--- src/rtl/spi_sfr_core.sv ---
// 8-bit SPI master/slave peripheral behind a small SFR register file.
// One byte per transfer, CPOL/CPHA selectable, interrupt on byte completion.
module spi_sfr_core (
  input  logic       clk,
  input  logic       rst_n,
  input  logic [2:0] sfraddr_w,
  input  logic [2:0] sfraddr_r,
  input  logic       sfrwe,
  input  logic [7:0] spssn_i,
  input  logic [7:0] spidata_i,
  input  logic       mosii,
  input  logic       misoi,
  input  logic       scki,
  input  logic       ssn,
  output logic [7:0] spssn_o,
  output logic [7:0] sfrdatao,
  output logic       intspi,
  output logic       mosio,
  output logic       misoo,
  output logic       scko,
  output logic       SPC0
);

  typedef enum logic [1:0] {
    M_IDLE  = 2'd0,
    M_START = 2'd1,
    M_XFER  = 2'd2
  } m_state_e;

  logic [7:0] spcr_q, spbr_q, rxbuf_q, spssn_q;
  logic       spie_q, spif_q, wcol_q;

  m_state_e   m_state_q;
  logic [7:0] m_div_q, m_tx_q, m_rx_q;
  logic [3:0] m_edge_q;
  logic       m_bit_q, scko_q;

  logic       s_scki_q, s_scki_prev_q, s_ssn_q, s_mosi_q, s_bit_q;
  logic [2:0] s_cnt_q;
  logic [7:0] s_tx_q, s_rx_q;

  function automatic logic [7:0] rev8(input logic [7:0] v);
    logic [7:0] r;
    for (int i = 0; i < 8; i++) r[i] = v[7-i];
    return r;
  endfunction

  logic spe, dord, mstr, cpol, cpha, master_en, slave_en;
  assign spe       = spcr_q[6];
  assign dord      = spcr_q[5];
  assign mstr      = spcr_q[4];
  assign cpol      = spcr_q[3];
  assign cpha      = spcr_q[2];
  assign master_en = spe & mstr;
  assign slave_en  = spe & ~mstr;

  // Any SPCR write that changes its value abandons a transfer in flight.
  logic wr_spcr, spcr_chg, wr_spdr, wr_spsr;
  assign wr_spcr  = sfrwe && (sfraddr_w == 3'd0);
  assign spcr_chg = wr_spcr && (spidata_i != spcr_q);
  assign wr_spdr  = sfrwe && (sfraddr_w == 3'd3);
  assign wr_spsr  = sfrwe && (sfraddr_w == 3'd4);

  // Both shifters always emit bit 7 first; LSB-first order is handled by reversal.
  logic [7:0] tx_byte;
  assign tx_byte = dord ? rev8(spidata_i) : spidata_i;

  logic       m_tick, m_lead, m_trail, m_sample, m_shift, m_done, m_done_v;
  logic       m_start, m_wcol;
  logic [7:0] m_rx_next, m_rx_fin;
  assign m_tick    = (m_state_q == M_XFER) && (m_div_q == spbr_q);
  assign m_lead    = m_tick && !m_edge_q[0];
  assign m_trail   = m_tick &&  m_edge_q[0];
  assign m_sample  = cpha ? m_trail : m_lead;
  assign m_shift   = cpha ? m_lead  : m_trail;
  assign m_done    = m_tick && (m_edge_q == 4'd15);
  assign m_done_v  = m_done && master_en && !spcr_chg;
  assign m_start   = master_en && wr_spdr && (m_state_q == M_IDLE);
  assign m_wcol    = master_en && wr_spdr && (m_state_q != M_IDLE);
  assign m_rx_next = {m_rx_q[6:0], misoi};
  assign m_rx_fin  = cpha ? m_rx_next : m_rx_q;

  logic       s_edge, s_lead, s_trail, s_sample, s_shift, s_done, s_load, s_wcol;
  logic [7:0] s_rx_next;
  assign s_edge    = slave_en && !s_ssn_q && (s_scki_q != s_scki_prev_q);
  assign s_lead    = s_edge && (s_scki_q != cpol);
  assign s_trail   = s_edge && (s_scki_q == cpol);
  assign s_sample  = cpha ? s_trail : s_lead;
  assign s_shift   = cpha ? s_lead  : s_trail;
  assign s_done    = s_sample && (s_cnt_q == 3'd7) && !spcr_chg;
  assign s_load    = slave_en && wr_spdr && s_ssn_q;
  assign s_wcol    = slave_en && wr_spdr && !s_ssn_q;
  assign s_rx_next = {s_rx_q[6:0], s_mosi_q};

  // Master: one start cycle, then 16 half-periods of (spbr_q+1) clocks each.
  always_ff @(posedge clk or negedge rst_n) begin
    if (!rst_n) begin
      m_state_q <= M_IDLE;
      m_div_q   <= 8'd0;
      m_edge_q  <= 4'd0;
      m_tx_q    <= 8'd0;
      m_rx_q    <= 8'd0;
      m_bit_q   <= 1'b0;
      scko_q    <= 1'b0;
    end else if (!master_en || spcr_chg) begin
      m_state_q <= M_IDLE;
      m_div_q   <= 8'd0;
      m_edge_q  <= 4'd0;
      scko_q    <= cpol;
    end else begin
      case (m_state_q)
        M_IDLE: begin
          scko_q <= cpol;
          if (m_start) begin
            m_state_q <= M_START;
            m_tx_q    <= tx_byte;
            m_rx_q    <= 8'd0;
            m_bit_q   <= 1'b0;
            m_div_q   <= 8'd0;
            m_edge_q  <= 4'd0;
          end
        end
        M_START: m_state_q <= M_XFER;
        M_XFER: begin
          if (m_tick) begin
            scko_q   <= ~scko_q;
            m_div_q  <= 8'd0;
            m_edge_q <= m_edge_q + 4'd1;
            if (m_shift) begin
              m_bit_q <= m_tx_q[7];
              m_tx_q  <= {m_tx_q[6:0], 1'b0};
            end
            if (m_sample) m_rx_q <= m_rx_next;
            if (m_done) m_state_q <= M_IDLE;
          end else begin
            m_div_q <= m_div_q + 8'd1;
          end
        end
        default: m_state_q <= M_IDLE;
      endcase
    end
  end

  always_ff @(posedge clk or negedge rst_n) begin
    if (!rst_n) begin
      s_scki_q      <= 1'b0;
      s_scki_prev_q <= 1'b0;
      s_ssn_q       <= 1'b0;
      s_mosi_q      <= 1'b0;
      s_bit_q       <= 1'b0;
      s_cnt_q       <= 3'd0;
      s_tx_q        <= 8'd0;
      s_rx_q        <= 8'd0;
    end else begin
      s_scki_q      <= scki;
      s_scki_prev_q <= s_scki_q;
      s_ssn_q       <= ssn;
      s_mosi_q      <= mosii;
      if (!slave_en || spcr_chg) begin
        s_cnt_q <= 3'd0;
        s_bit_q <= 1'b0;
      end else if (s_ssn_q) begin
        s_cnt_q <= 3'd0;
        s_bit_q <= 1'b0;
        if (s_load) s_tx_q <= tx_byte;
      end else begin
        if (s_shift) begin
          s_bit_q <= s_tx_q[7];
          s_tx_q  <= {s_tx_q[6:0], 1'b0};
        end
        if (s_sample) begin
          s_rx_q  <= s_rx_next;
          s_cnt_q <= s_cnt_q + 3'd1;
        end
      end
    end
  end

  // Completion beats a same-cycle software clear of SPIF.
  always_ff @(posedge clk or negedge rst_n) begin
    if (!rst_n) begin
      spcr_q  <= 8'd0;
      spie_q  <= 1'b0;
      spbr_q  <= 8'd0;
      rxbuf_q <= 8'd0;
      spif_q  <= 1'b0;
      wcol_q  <= 1'b0;
      spssn_q <= 8'hFF;
    end else begin
      if (wr_spcr) spcr_q <= spidata_i;
      if (sfrwe && (sfraddr_w == 3'd1)) spie_q <= spidata_i[0];
      if (sfrwe && (sfraddr_w == 3'd2)) spbr_q <= spidata_i;
      if (m_done_v || s_done) spif_q <= 1'b1;
      else if (wr_spdr || (wr_spsr && spidata_i[7])) spif_q <= 1'b0;
      if (m_wcol || s_wcol) wcol_q <= 1'b1;
      else if (m_start || s_load) wcol_q <= 1'b0;
      if (m_done_v) rxbuf_q <= dord ? rev8(m_rx_fin) : m_rx_fin;
      else if (s_done) rxbuf_q <= dord ? rev8(s_rx_next) : s_rx_next;
      spssn_q <= master_en ? spssn_i : 8'hFF;
    end
  end

  always_comb begin
    sfrdatao = 8'd0;
    case (sfraddr_r)
      3'd0: sfrdatao = spcr_q;
      3'd1: sfrdatao = {7'd0, spie_q};
      3'd2: sfrdatao = spbr_q;
      3'd3: sfrdatao = rxbuf_q;
      3'd4: sfrdatao = {spif_q, wcol_q, 5'd0, (m_state_q != M_IDLE)};
      default: sfrdatao = 8'd0;
    endcase
  end

  assign spssn_o = spssn_q;
  assign intspi  = spif_q & spie_q;
  assign SPC0    = spcr_q[0];
  assign scko    = master_en ? scko_q : (slave_en ? cpol : 1'b0);
  assign mosio   = master_en ? (cpha ? m_bit_q : m_tx_q[7]) : 1'b0;
  assign misoo   = (slave_en && !s_ssn_q) ? (cpha ? s_bit_q : s_tx_q[7]) : 1'b0;

endmodule

--- config.mk ---
export PLATFORM = sky130hd
export DESIGN_NAME = spi_sfr_core
export DESIGN_NICKNAME = d
export VERILOG_FILES = /design/src/rtl/spi_sfr_core.sv
export SDC_FILE = /design/constraint.sdc
export NUM_CORES = 1
export LEC_CHECK = 0
export ABC_AREA = 1
export CAP_MARGIN = 20
export CORE_MARGIN = 2
export CORE_UTILIZATION = 52
export CTS_CLUSTER_DIAMETER = 120
export CTS_CLUSTER_SIZE = 28
export DETAILED_ROUTE_END_ITERATION = 10
export PLACE_DENSITY = 0.77
export SLEW_MARGIN = 40
export SYNTH_ARGS = -nofsm -noshare
export SYNTH_HDL_FRONTEND = slang
export SYNTH_SLANG_ARGS = --single-unit
--- constraint.sdc ---
create_clock -name clk -period 1.6 [get_ports clk]
set_input_delay 0.16 -clock clk [delete_from_list [all_inputs] [get_ports clk]]
set_output_delay 0.16 -clock clk [all_outputs]
set_load 0.01 [all_outputs]
==> summary.md <==
The logs give 10740 um for the final HPWL from detailed placement and 37 for the count of unique library cells instantiated by Yosys. In this run the worst path has a maximum fanout of 5. By count the netlist is led by sky130_fd_sc_hd__nand2_1, sky130_fd_sc_hd__dfrtp_1, sky130_fd_sc_hd__nand3_1, sky130_fd_sc_hd__o21ai_0, sky130_fd_sc_hd__inv_1.

The congestion estimate from routability-driven global placement came to 0.9936. The standby leakage power was 3.674 nW. The layout overhead on the synthesized area was 49.69%; the clock-pin transition on the worst setup and hold timing paths was 100 ps.

Based on the critical path, the design can be clocked at up to 0.5304 GHz. A synthesized cell averages 7.320 sq um. The worst hold path depth was 1.

At the end of the flow the core is filled with cells to 80.94%. After technology mapping, the gate count stands at 689. The longest clock path from root to sink contains 2 buffers. The synthesized design spends more area on one cell type than any other, namely sky130_fd_sc_hd__dfrtp_1. In the final design database the tool counted 891 nets.

The fraction of layout instances using a drive strength above 1 works out to 35.34%. The initial core utilization was 54.07%; the count of pins on the block boundary was 50. Entering global routing, the biggest net connects 34 pins. The total count of hold-check failures in the final report was 0. The number of antenna violations at the first check in global routing is 0, and the H-tree depth is 3. Reg-to-reg critical path endpoint: s_tx_q[7]$_DFFE_PN0P_. The run gives 0 as the number of maximum-capacitance constraint violations.

Detailed routing inserted a total of 5843 vias. The number of I/O port buffers was 49. The power per cell area was 916.7 mW/mm^2; the share of synthesized flip-flops with an asynchronous set or reset was 100.0%. The final layout contains routed wiring with a total length of 18370 um.

The routed via count divided by cell count came out at 5.890. The startpoint identified for the worst register-to-register timing path is spcr_q[3]$_DFFE_PN0P_. The number of enable flip-flop cells after synthesis was 0.

The die width came out at 102.5 um. The tools report the number of optimization iterations in the first detailed-route pass as 6. For the pin with the worst max-slew slack, the measured transition is 469.4 ps. Synthesis inferred 90 register bits.

The data arrival time of the worst path was 2160 ps; the total routing resource utilization after global routing was 33.22%. The slack of the critical path was -285.5 ps. Among all cell types in the netlist, the one instantiated most often is sky130_fd_sc_hd__nand2_1. The logs give 5500 for the number of global-route vias before repair and 1880 ps for the required arrival time at the worst endpoint. The run gives 26630 um as the global-route wire length before repair.

Total congestion overflow: 0. The final reports fail on negative setup slack. The worst hold path belongs to the class in2reg. The top-area cell type share of the netlist area came out at 40.68%. The floorplan step defined a die boundary enclosing 0.01050 sq mm. On the final layout, the worst clock skew is 12.28 ps. Row generation in the floorplan step produced 35 rows.

The core region is 0.009328 sq mm. The routed wire length per instance came out at 18.52 um. The remaining antenna violation count is 0. The critical path launch point type was a flip-flop. Setup repair after global routing could not meet its margin everywhere. Timing startpoint of the critical path: spcr_q[3]$_DFFE_PN0P_. Once placement completed, the tool counted placed cells totaling 943. The mapped netlist covers 0.005044 sq mm.

Counting every sink on the clock net gives 90. The portion of the clock cycle consumed by the worst path in the final layout is 117.8%. Ranked by total cell area, the synthesized netlist is headed by sky130_fd_sc_hd__dfrtp_1, sky130_fd_sc_hd__nand2_1, sky130_fd_sc_hd__nand3_1. The endpoint of the worst setup timing path is s_tx_q[7]$_DFFE_PN0P_. Final cell count without fillers: 992. For the number of slew-limit violations in the final report, the log shows 0. The tools report the proportion of synthesized chip area in sequential cells as 44.85%. IR analysis of the VDD net gives a maximum drop of 0.0006665 V. The number of nets in the synthesized netlist is 722. The cell chosen for the clock root is sky130_fd_sc_hd__clkbuf_8. The worst setup path is captured at a flip-flop. The flow ran to the end, but the final reports show violations. Antenna diode instance count: 0. TritonCTS built the clock tree. The clock latency of the later-clocked register in the worst-skew pair came out at 380 ps. Measured in cells, the most critical reg-to-reg path has a length of 9. Headroom to the max-slew limit: 68.38%. Among all flip-flop cells after synthesis, the most frequent one is sky130_fd_sc_hd__dfrtp_1. The detailed-route DRC error count is 0. The worst-case register-to-register setup slack came out at -290 ps.

The final critical delay including setup and external delays was 1886 ps. After the first detailed-routing iteration, the DRC count stood at 576. Yosys printed 0 warnings.

The critical path is of the reg2reg type. Number of failing setup endpoints in the final timing report: 65. For the number of buffers inserted during clock tree synthesis, the log shows 9. In this run the vertical extent of the chip is 102.5 um.
-- cell families after synthesis --
logic type	synth area share [%]
XOR/XNOR	2.258
AND/OR/NAND/NOR	34.23
multiplexers	0.3969
buffers and inverters	7.194
AO/OA/AOI/OAI	10.07
flip-flops	44.85
adder cells (fa/ha/maj)	0.9923
-- through the flow --
step	area [sq um]	setup WS (ps)	power [W]	setup TNS (ps)	hold slack (ps)
global route	7550	-328.4	0.007182	-14040	198.1
detailed placement	6367	-450.8	0.004665	-26470	124.6
global placement	6367	-374.1	0.004589	-21570	118.1
CTS	7203	-166.8	0.006461	-6103	201.8
finish	7550	-285.5	0.006921	-10510	204.9
floorplan	5044	-0.09193	0.003783	-0.7354	-135.6
-- cell type report --
type | count | area, sq um
clock inverters | 7 | 60.06
fillers | 504 | 1778
inverters | 73 | 282.8
clock buffers | 9 | 123.9
multi-input cells | 509 | 3068
flip-flops and latches | 90 | 2265
well taps | 129 | 161.4
repair buffers | 175 | 1589
-- how the worst min path moves through the flow --
stage / end / startpoint
after detailed placement: m_div_q[6]$_DFFE_PN0P_ / rst_n
after floorplan: m_bit_q$_DFFE_PN0P_ / rst_n
after global placement: m_div_q[6]$_DFFE_PN0P_ / rst_n
final: s_scki_q$_DFF_PN0_ / scki
after CTS: s_mosi_q$_DFF_PN0_ / mosii
after global routing: s_mosi_q$_DFF_PN0_ / mosii
-- routing by layer --
layer / wire [um] / track usage (%)
met5: 0 / 0
met2: 9153 / 56.16
met1: 6606 / 41.07
met4: 954 / 16.82
met3: 1654 / 5.540
-- registers in the layout (all words and copies together) (netlist names) --
signal         count
m_bit_q            1
m_div_q            8
m_edge_q           4
m_rx_q             8
m_state_q          2
m_tx_q             8
rxbuf_q            8
s_bit_q            1
s_cnt_q            3
s_mosi_q           1
s_rx_q             7
s_scki_prev_q      1
s_scki_q           1
s_ssn_q            1
s_tx_q             8
scko_q             1
spbr_q             8
spcr_q             8
spie_q             1
spif_q             1
spssn_o            8
wcol_q             1
-- critical path, stage by stage, from the launching register on --
cell                      delay, ps
sky130_fd_sc_hd__dfrtp_1        450
sky130_fd_sc_hd__buf_6          160
sky130_fd_sc_hd__xor2_2         170
sky130_fd_sc_hd__buf_4          140
sky130_fd_sc_hd__nand4_1        150
sky130_fd_sc_hd__nand3_2        160
sky130_fd_sc_hd__o21ai_4        120
sky130_fd_sc_hd__nor2_4         160
sky130_fd_sc_hd__nand2_1        110
sky130_fd_sc_hd__o21ai_1        160
-- cell usage in the layout, fill, tap and decap left out, types with 3 or more instances in the layout --
cell and n:
sky130_fd_sc_hd__buf_12 6, sky130_fd_sc_hd__buf_2 4, sky130_fd_sc_hd__buf_4 94, sky130_fd_sc_hd__buf_6 23
sky130_fd_sc_hd__buf_8 4, sky130_fd_sc_hd__clkbuf_8 9, sky130_fd_sc_hd__clkdlybuf4s15_1 4, sky130_fd_sc_hd__clkdlybuf4s50_1 24
sky130_fd_sc_hd__clkinvlp_4 3, sky130_fd_sc_hd__dfrtp_1 80, sky130_fd_sc_hd__dfstp_2 8, sky130_fd_sc_hd__dlygate4sd2_1 12
sky130_fd_sc_hd__ha_1 4, sky130_fd_sc_hd__inv_1 59, sky130_fd_sc_hd__inv_2 11, sky130_fd_sc_hd__nand2_1 213
sky130_fd_sc_hd__nand2_2 24, sky130_fd_sc_hd__nand2_4 13, sky130_fd_sc_hd__nand2_8 4, sky130_fd_sc_hd__nand3_1 34
sky130_fd_sc_hd__nand3_2 34, sky130_fd_sc_hd__nand3_4 3, sky130_fd_sc_hd__nand4_1 15, sky130_fd_sc_hd__nor2_1 25
sky130_fd_sc_hd__nor2_2 5, sky130_fd_sc_hd__nor2_4 11, sky130_fd_sc_hd__nor3_4 3, sky130_fd_sc_hd__o21ai_0 61
sky130_fd_sc_hd__o21ai_1 7, sky130_fd_sc_hd__o21ai_2 10, sky130_fd_sc_hd__o22ai_2 4, sky130_fd_sc_hd__or2_2 8
sky130_fd_sc_hd__xnor2_1 5, sky130_fd_sc_hd__xor2_1 4
-- where the power goes --
part           internal (W)  switching (W)  total [W]
Combinational       0.00105        0.00140    0.00245
Sequential          0.00260       0.000308    0.00291
Clock              0.000595       0.000966    0.00156
-- what timing repair did --
| action | 4_1_cts | 5_1_grt |
|---|---|---|
| endpoints found under the hold margin | 27 | 0 |
| setup endpoints to repair | 80 | 78 |
| gates resized for setup | 159 | 80 |
| hold buffers | 1 | 0 |
| pin swaps | 55 | 45 |
| cloned | 4 | 1 |
| buffers inserted | 17 | 14 |
Note: power is estimated with default switching activity, not from simulation.
